### src/rtl/inst_mem.sv
// inst_mem: instruction memory with valid/ready fetch port, fixed stall latency and a program-load write port
module inst_mem #(
  parameter int DEPTH       = 64,
  parameter int WAIT_CYCLES = 0,
  parameter     INIT_FILE   = ""
) (
  input  logic        clk,
  input  logic        rst_n,
  input  logic        req_valid,
  output logic        req_ready,
  input  logic [31:0] req_addr,
  output logic        resp_valid,
  input  logic        resp_ready,
  output logic [31:0] resp_data,
  output logic        resp_fault,
  input  logic        ld_we,
  input  logic [31:0] ld_addr,
  input  logic [31:0] ld_data
);
  localparam int AW = $clog2(DEPTH);
  typedef enum logic [1:0] {IDLE, WAIT, RESP} state_t;
  state_t state, nxt;
  logic [31:0] mem [DEPTH];
  logic [31:0] addr_q, rd_addr;
  logic [3:0] cnt;
  logic accept, enter, rd_bad, ld_ok;
  always_comb begin
    req_ready = rst_n && (state == IDLE || (state == RESP && resp_ready));
    accept = req_valid && req_ready;
    nxt = state;
    if (accept) nxt = WAIT_CYCLES == 0 ? RESP : WAIT;
    else if (state == WAIT && cnt == 4'd0) nxt = RESP;
    else if (state == RESP && resp_ready) nxt = IDLE;
  end
  assign enter = (accept && WAIT_CYCLES == 0) || (state == WAIT && cnt == 4'd0);
  assign rd_addr = state == WAIT ? addr_q : req_addr;
  assign resp_valid = state == RESP;
`ifdef IMEM_FAULT_EN
  assign rd_bad = |rd_addr[1:0] || rd_addr[31:2] >= 30'(DEPTH);
  assign ld_ok = ~|ld_addr[1:0] && ld_addr[31:2] < 30'(DEPTH);
`else
  logic unused_bits;
  assign rd_bad = 1'b0;
  assign ld_ok = 1'b1;
  assign unused_bits = ^{rd_addr[31:AW+2], rd_addr[1:0], ld_addr[31:AW+2], ld_addr[1:0]};
`endif
  always_ff @(posedge clk)
    if (!rst_n) begin
      state <= IDLE;
      cnt <= '0;
      addr_q <= '0;
      resp_data <= '0;
      resp_fault <= 1'b0;
    end else begin
      state <= nxt;
      if (accept) begin
        addr_q <= req_addr;
        cnt <= WAIT_CYCLES == 0 ? 4'd0 : 4'(WAIT_CYCLES - 1);
      end else if (state == WAIT && cnt != 4'd0) cnt <= cnt - 4'd1;
      if (enter) begin
        resp_data <= rd_bad ? '0 : mem[rd_addr[AW+1:2]];
        resp_fault <= rd_bad;
      end
    end
  always_ff @(posedge clk)
    if (rst_n && ld_we && ld_ok) mem[ld_addr[AW+1:2]] <= ld_data;
endmodule

### config.mk
export PLATFORM = sky130hd
export DESIGN_NAME = inst_mem
export DESIGN_NICKNAME = d
export VERILOG_FILES = /design/src/rtl/inst_mem.sv
export SDC_FILE = /design/constraint.sdc
export NUM_CORES = 2
export LEC_CHECK = 0
export BUFFER_PORTS_ARGS = -buffer_cell sky130_fd_sc_hd__clkbuf_2
export CORE_UTILIZATION = 56
export DETAILED_ROUTE_END_ITERATION = 16
export GPL_ROUTABILITY_DRIVEN = 0
export PLACE_DENSITY = 0.78
export SLEW_MARGIN = 20
export SYNTH_ARGS = -nofsm -noshare
export SYNTH_HDL_FRONTEND = slang
export SYNTH_SLANG_ARGS = --single-unit
### constraint.sdc
create_clock -name clk -period 2.78 [get_ports clk]
set_input_delay 0.139 -clock clk [delete_from_list [all_inputs] [get_ports clk]]
set_output_delay 0.139 -clock clk [all_outputs]
set_load 0.05 [all_outputs]
==> After elaboration in Yosys (flattened, before gate mapping) <==
Memories as Yosys holds them, arrays and structs flattened. A register that Yosys moved wholly into a read port is not among the register bits.
Index checks and enable logic that the tools add are counted.
{ "op_classes": {"muxes": 4, "reduce_logical": 8} }
{ "ops": {"columns": ["cell", "n"], "rows": [
  ["$logic_and 1x1->1", 4],
  ["$mux 2", 2],
  ["$reduce_bool 3->1", 1],
  ["$logic_not 2->1", 1],
  ["$mux 1", 2],
  ["$logic_not 1->1", 1],
  ["$logic_or 1x1->1", 1]
]} }
{ "word_totals": {"reg_bits": 1, "ramBits": 2048, "out_inout_bits": 35, "elab_cells": 14, "n_memories": 1} }
{ "mem_list": {"columns": ["memory", "words", "width", "rd", "rd_clocked_by_memory_dff", "wr", "line", "source"], "rows": [
  ["mem", 64, 32, 1, 1, 1, "23", "logic [31:0] mem [DEPTH];"]
]} }

==> Longest topological paths before layout <==
{ "depth": {"ltp_word": 5, "ltp_mapped": 11} }

==> Worst setup path before layout <==
Ideal clock, no wire load.
{ "synth_path": {"path_type": "input -> register", "from": "input ld_addr[5]", "to": "memory mem[10][0] (enable)", "setup_ns": 0.421, "arrival_ns": 2.319, "required_time_ns": 2.359, "slack_ns": 0.040, "path_stages": 4, "path_buffers": 2, "cell_sequence": "clkbuf_1 or3b_2 clkbuf_1 nor2_1"} }
{ "synth_lines": {"columns": ["element", "line", "source"], "rows": [
  ["start, declared", "17", "input logic [31:0] ld_addr,"],
  ["end, declared", "23", null]
]} }
Straight into the memory's write port.

==> reports/metrics.cfg <==
[timing]
setup_viol_count_final=0
tightest_slew_ns=1.13
hold_viol=0
min_period_over_period_pct=90.6
slew_viol_final=0
fin_ws_ns=0.262
maxSlewHeadroom_pct=24.4
fin_skew_ns=0.0242
grt_setup_unrepaired=false
fin_crit_ns=2.52
fmax_mhz=397

[clocking]
clk_pin_slew_ns=0.06
cts_buffers=189
clockBufferDepth=3
clock-sinks=2081
post-cts-setup-buffers=0
clk_latency_ns=0.82
cts_tree=yes
htree_levels=4
root_buffer=clkbuf_16

[pwr]
power_frac_seq_pct=55.2
netSwitchingPower_w=0.0131
swShare_pct=20.8
p_leak_nw=28.7
internal-power_w=0.0498
power_frac_clock_pct=39.8
power.total_w=0.0629
comb_power_share_pct=5.0
powerDensity_nw_per_um2=695
peakVddDrop_mv=0.686

[global_routing]
antenna_found_initial=10
grt_pass1_vias=39600
grt_busiest_layer=met2
grt_pass1_wl_um=283000
met3_usage_pct=6.65
grt_max_degree=68
grt_overflow=0
grtUsageMet2_pct=45.4
met1_usage_pct=38.1
grt_use_total_pct=28.4

[placed_design]
place_ws_ns=-0.0696
port_buffers=82
place_area_um2=84500
placed_cells=5457
hpwl_um=108000

[synth]
synth_top_area_cell=edfxtp_1
synthDominantCellAreaShare_pct=77.5
synth_top_family_by_area=multiplexers
syn_avg_cell_area_um2=23.1
synth-seq-cells=2081
yosysWarningCount=0
synthSimpleGateAreaFrac_pct=1.44
yosys-mux-area-fraction_pct=17.1
synth-compound-area-share_pct=1.88
synthAdderAreaFrac_pct=0
synth_xor_area_share_pct=0
synth_cell_type_count=52
seq_area_frac_synth_pct=78.3
synthFlopType=edfxtp_1
synthCells=3434
synth_enable_flop_cells=2048
synthesis.area_um2=79400
synth_area_leaders=edfxtp_1, mux4_2, mux2i_1, dfxtp_1, nand2_1
syn_nets=3535
async_reset_ff_share_pct=0

[routing]
drc=0
post_drt_wl_per_cell_um=34.2
vias=39300
routed_wl_um=199000
drtPass1Iterations=5
final_antenna_net_count=0
drt_iter0_drc=5253
via_per_inst=6.75

[worst_setup_path]
timing.rr.end=resp_data[21]
crit_start=req_addr[3]
crit_path_end=resp_data[21]
rr_startpoint=mem[28][21]
cp.arrival_ns=3.22
critical_path_class=input port to register
worstSetupStartpointType=input port
crit_path_max_fanout=26
ff2ff_path_depth=6
r2r_slack_ns=0.42
cp-end-kind=register
required_ns=3.48

[floorplanning]
ios=136
die_area_um2=143000
dieWidth_um=378
initial_utilization_pct=56.7
core_area_um2=140000
fp-row-count=137
dieHeight_um=378

[finish]
fill_cells=8645
drive_gt1_share_pct=30.8
final_area_um2=90500
area_growth_pct=14.1
final_nets=3887
final_cells=5823

[run]
max-cap-violations=0

[min_path]
hold_class=input port to register

[status]
run_status=finished clean

==> state kept, by name (all words and copies together) (netlist names) <==
name       flops
state          1
resp_data     32
mem         2048
==> cell usage after synthesis, types with 2 or more instances <==
library cell / number
a2111oi_0: 17
a211o_1: 4
a211oi_1: 32
a21boi_0: 2
a21oi_1: 21
a221oi_1: 3
a22o_1: 6
a22oi_1: 41
a311o_1: 4
a31oi_1: 6
a32oi_1: 8
a41o_1: 3
and2_0: 2
and2_1: 6
and3_1: 2
buf_1: 22
buf_2: 55
buf_4: 27
buf_6: 16
clkbuf_1: 70
dfxtp_1: 33
edfxtp_1: 2048
inv_1: 4
mux2_2: 12
mux2i_1: 143
mux4_2: 532
nand2_1: 97
nand2b_1: 3
nand3_1: 29
nand3b_1: 3
nand4_1: 2
nor2_1: 95
nor2b_1: 11
nor3_1: 10
o211ai_1: 7
o21ai_0: 25
o221ai_1: 4
o22ai_1: 9
o2bb2ai_1: 5
or2_2: 2
or3b_2: 2
==> worst max-delay path: stages <==
cell and delay (ns):
dlygate4sd3_1 0.57, buf_8 0.23, buf_4 0.53, nor2b_1 0.25, buf_4 0.20, a22o_1 0.17, a221oi_1 0.08, a2111oi_0 0.73
buf_4 0.23, nor3_1 0.05
==> kinds of logic after synthesis <==
family                 count (synthesis)
multiplexers                         687
other                                  1
AO/OA/AOI/OAI                        205
flip-flops                          2081
AND/OR/NAND/NOR                      266
buffers and inverters                194
==> cells in the final DEF (no fill, tap or decap), types with 29 or more instances in the layout <==
cell,instances
edfxtp_1,2048
mux4_2,532
clkbuf_16,197
buf_4,191
mux2i_1,143
nand2_1,97
buf_12,71
nor2_4,64
clkbuf_1,56
clkbuf_2,52
a22oi_1,41
clkinv_2,33
dfxtp_1,33
a211oi_1,32
clkinv_1,32
nor2_1,31
nand3_1,29
==> how the worst min path moves through the flow <==
stage                  startpoint             to  depth (start not counted)
global route           ld_addr[2]     mem[31][2]                          4
CTS                    ld_addr[2]    mem[31][14]                          4
finish                 ld_data[9]     mem[62][9]                          1
floorplan              ld_data[0]      mem[0][0]                          0
detailed placement  resp_data[13]  resp_data[13]                          2
global placement    resp_data[13]  resp_data[13]                          2
==> metal layers <==
metal / wire, um / part of all wire [%] / up-vias
met5: 68 / 0.034 / -
met4: 8270 / 4.1 / 12
met3: 24300 / 12 / 474
met2: 96700 / 49 / 2825
met1: 70000 / 35 / 20600
li1: - / - / 15400
==> what timing repair did <==
action / CTS / global route
setup endpoints to repair: 0 / 0
gates resized for setup: 0 / 0
hold buffers: 7 / 7
endpoints found under the hold margin: 75 / 448
==> power by group through the flow <==
stage	logic, W	registers (W)	clock network (W)
floorplan	0.00165	0.0355	0
global placement	0.00304	0.0354	0
detailed placement	0.00312	0.0354	0
CTS	0.00316	0.0347	0.0253
global route	0.00332	0.0347	0.0264
finish	0.00317	0.0347	0.0250
==> cell type report <==
type                            instances  area (um2)  share of cell area (%)
Sequential cell                      2081       62200                    68.7
Multi-Input combinational cell       1159       16700                    18.4
Clock buffer                          271        5390                    5.95
Timing Repair Buffer                  351        3410                    3.76
Tap cell                             1876        2350                    2.59
Clock inverter                         78         539                   0.596
Inverter                                4        16.3                  0.0180
Antenna cell                            3        7.51                 0.00829
==> through the flow <==
step	hold WS, ns	TNS, ns	util [%]
final	0.0687	0	64.7
after global routing	0.0643	0	64.6
after CTS	0.0214	0	64.6
after detailed placement	0.508	-0.0696	60.3
after global placement	0.497	-0.0531	60.3
after floorplan	0.238	0	-
Power figures use the tool's default switching activity.
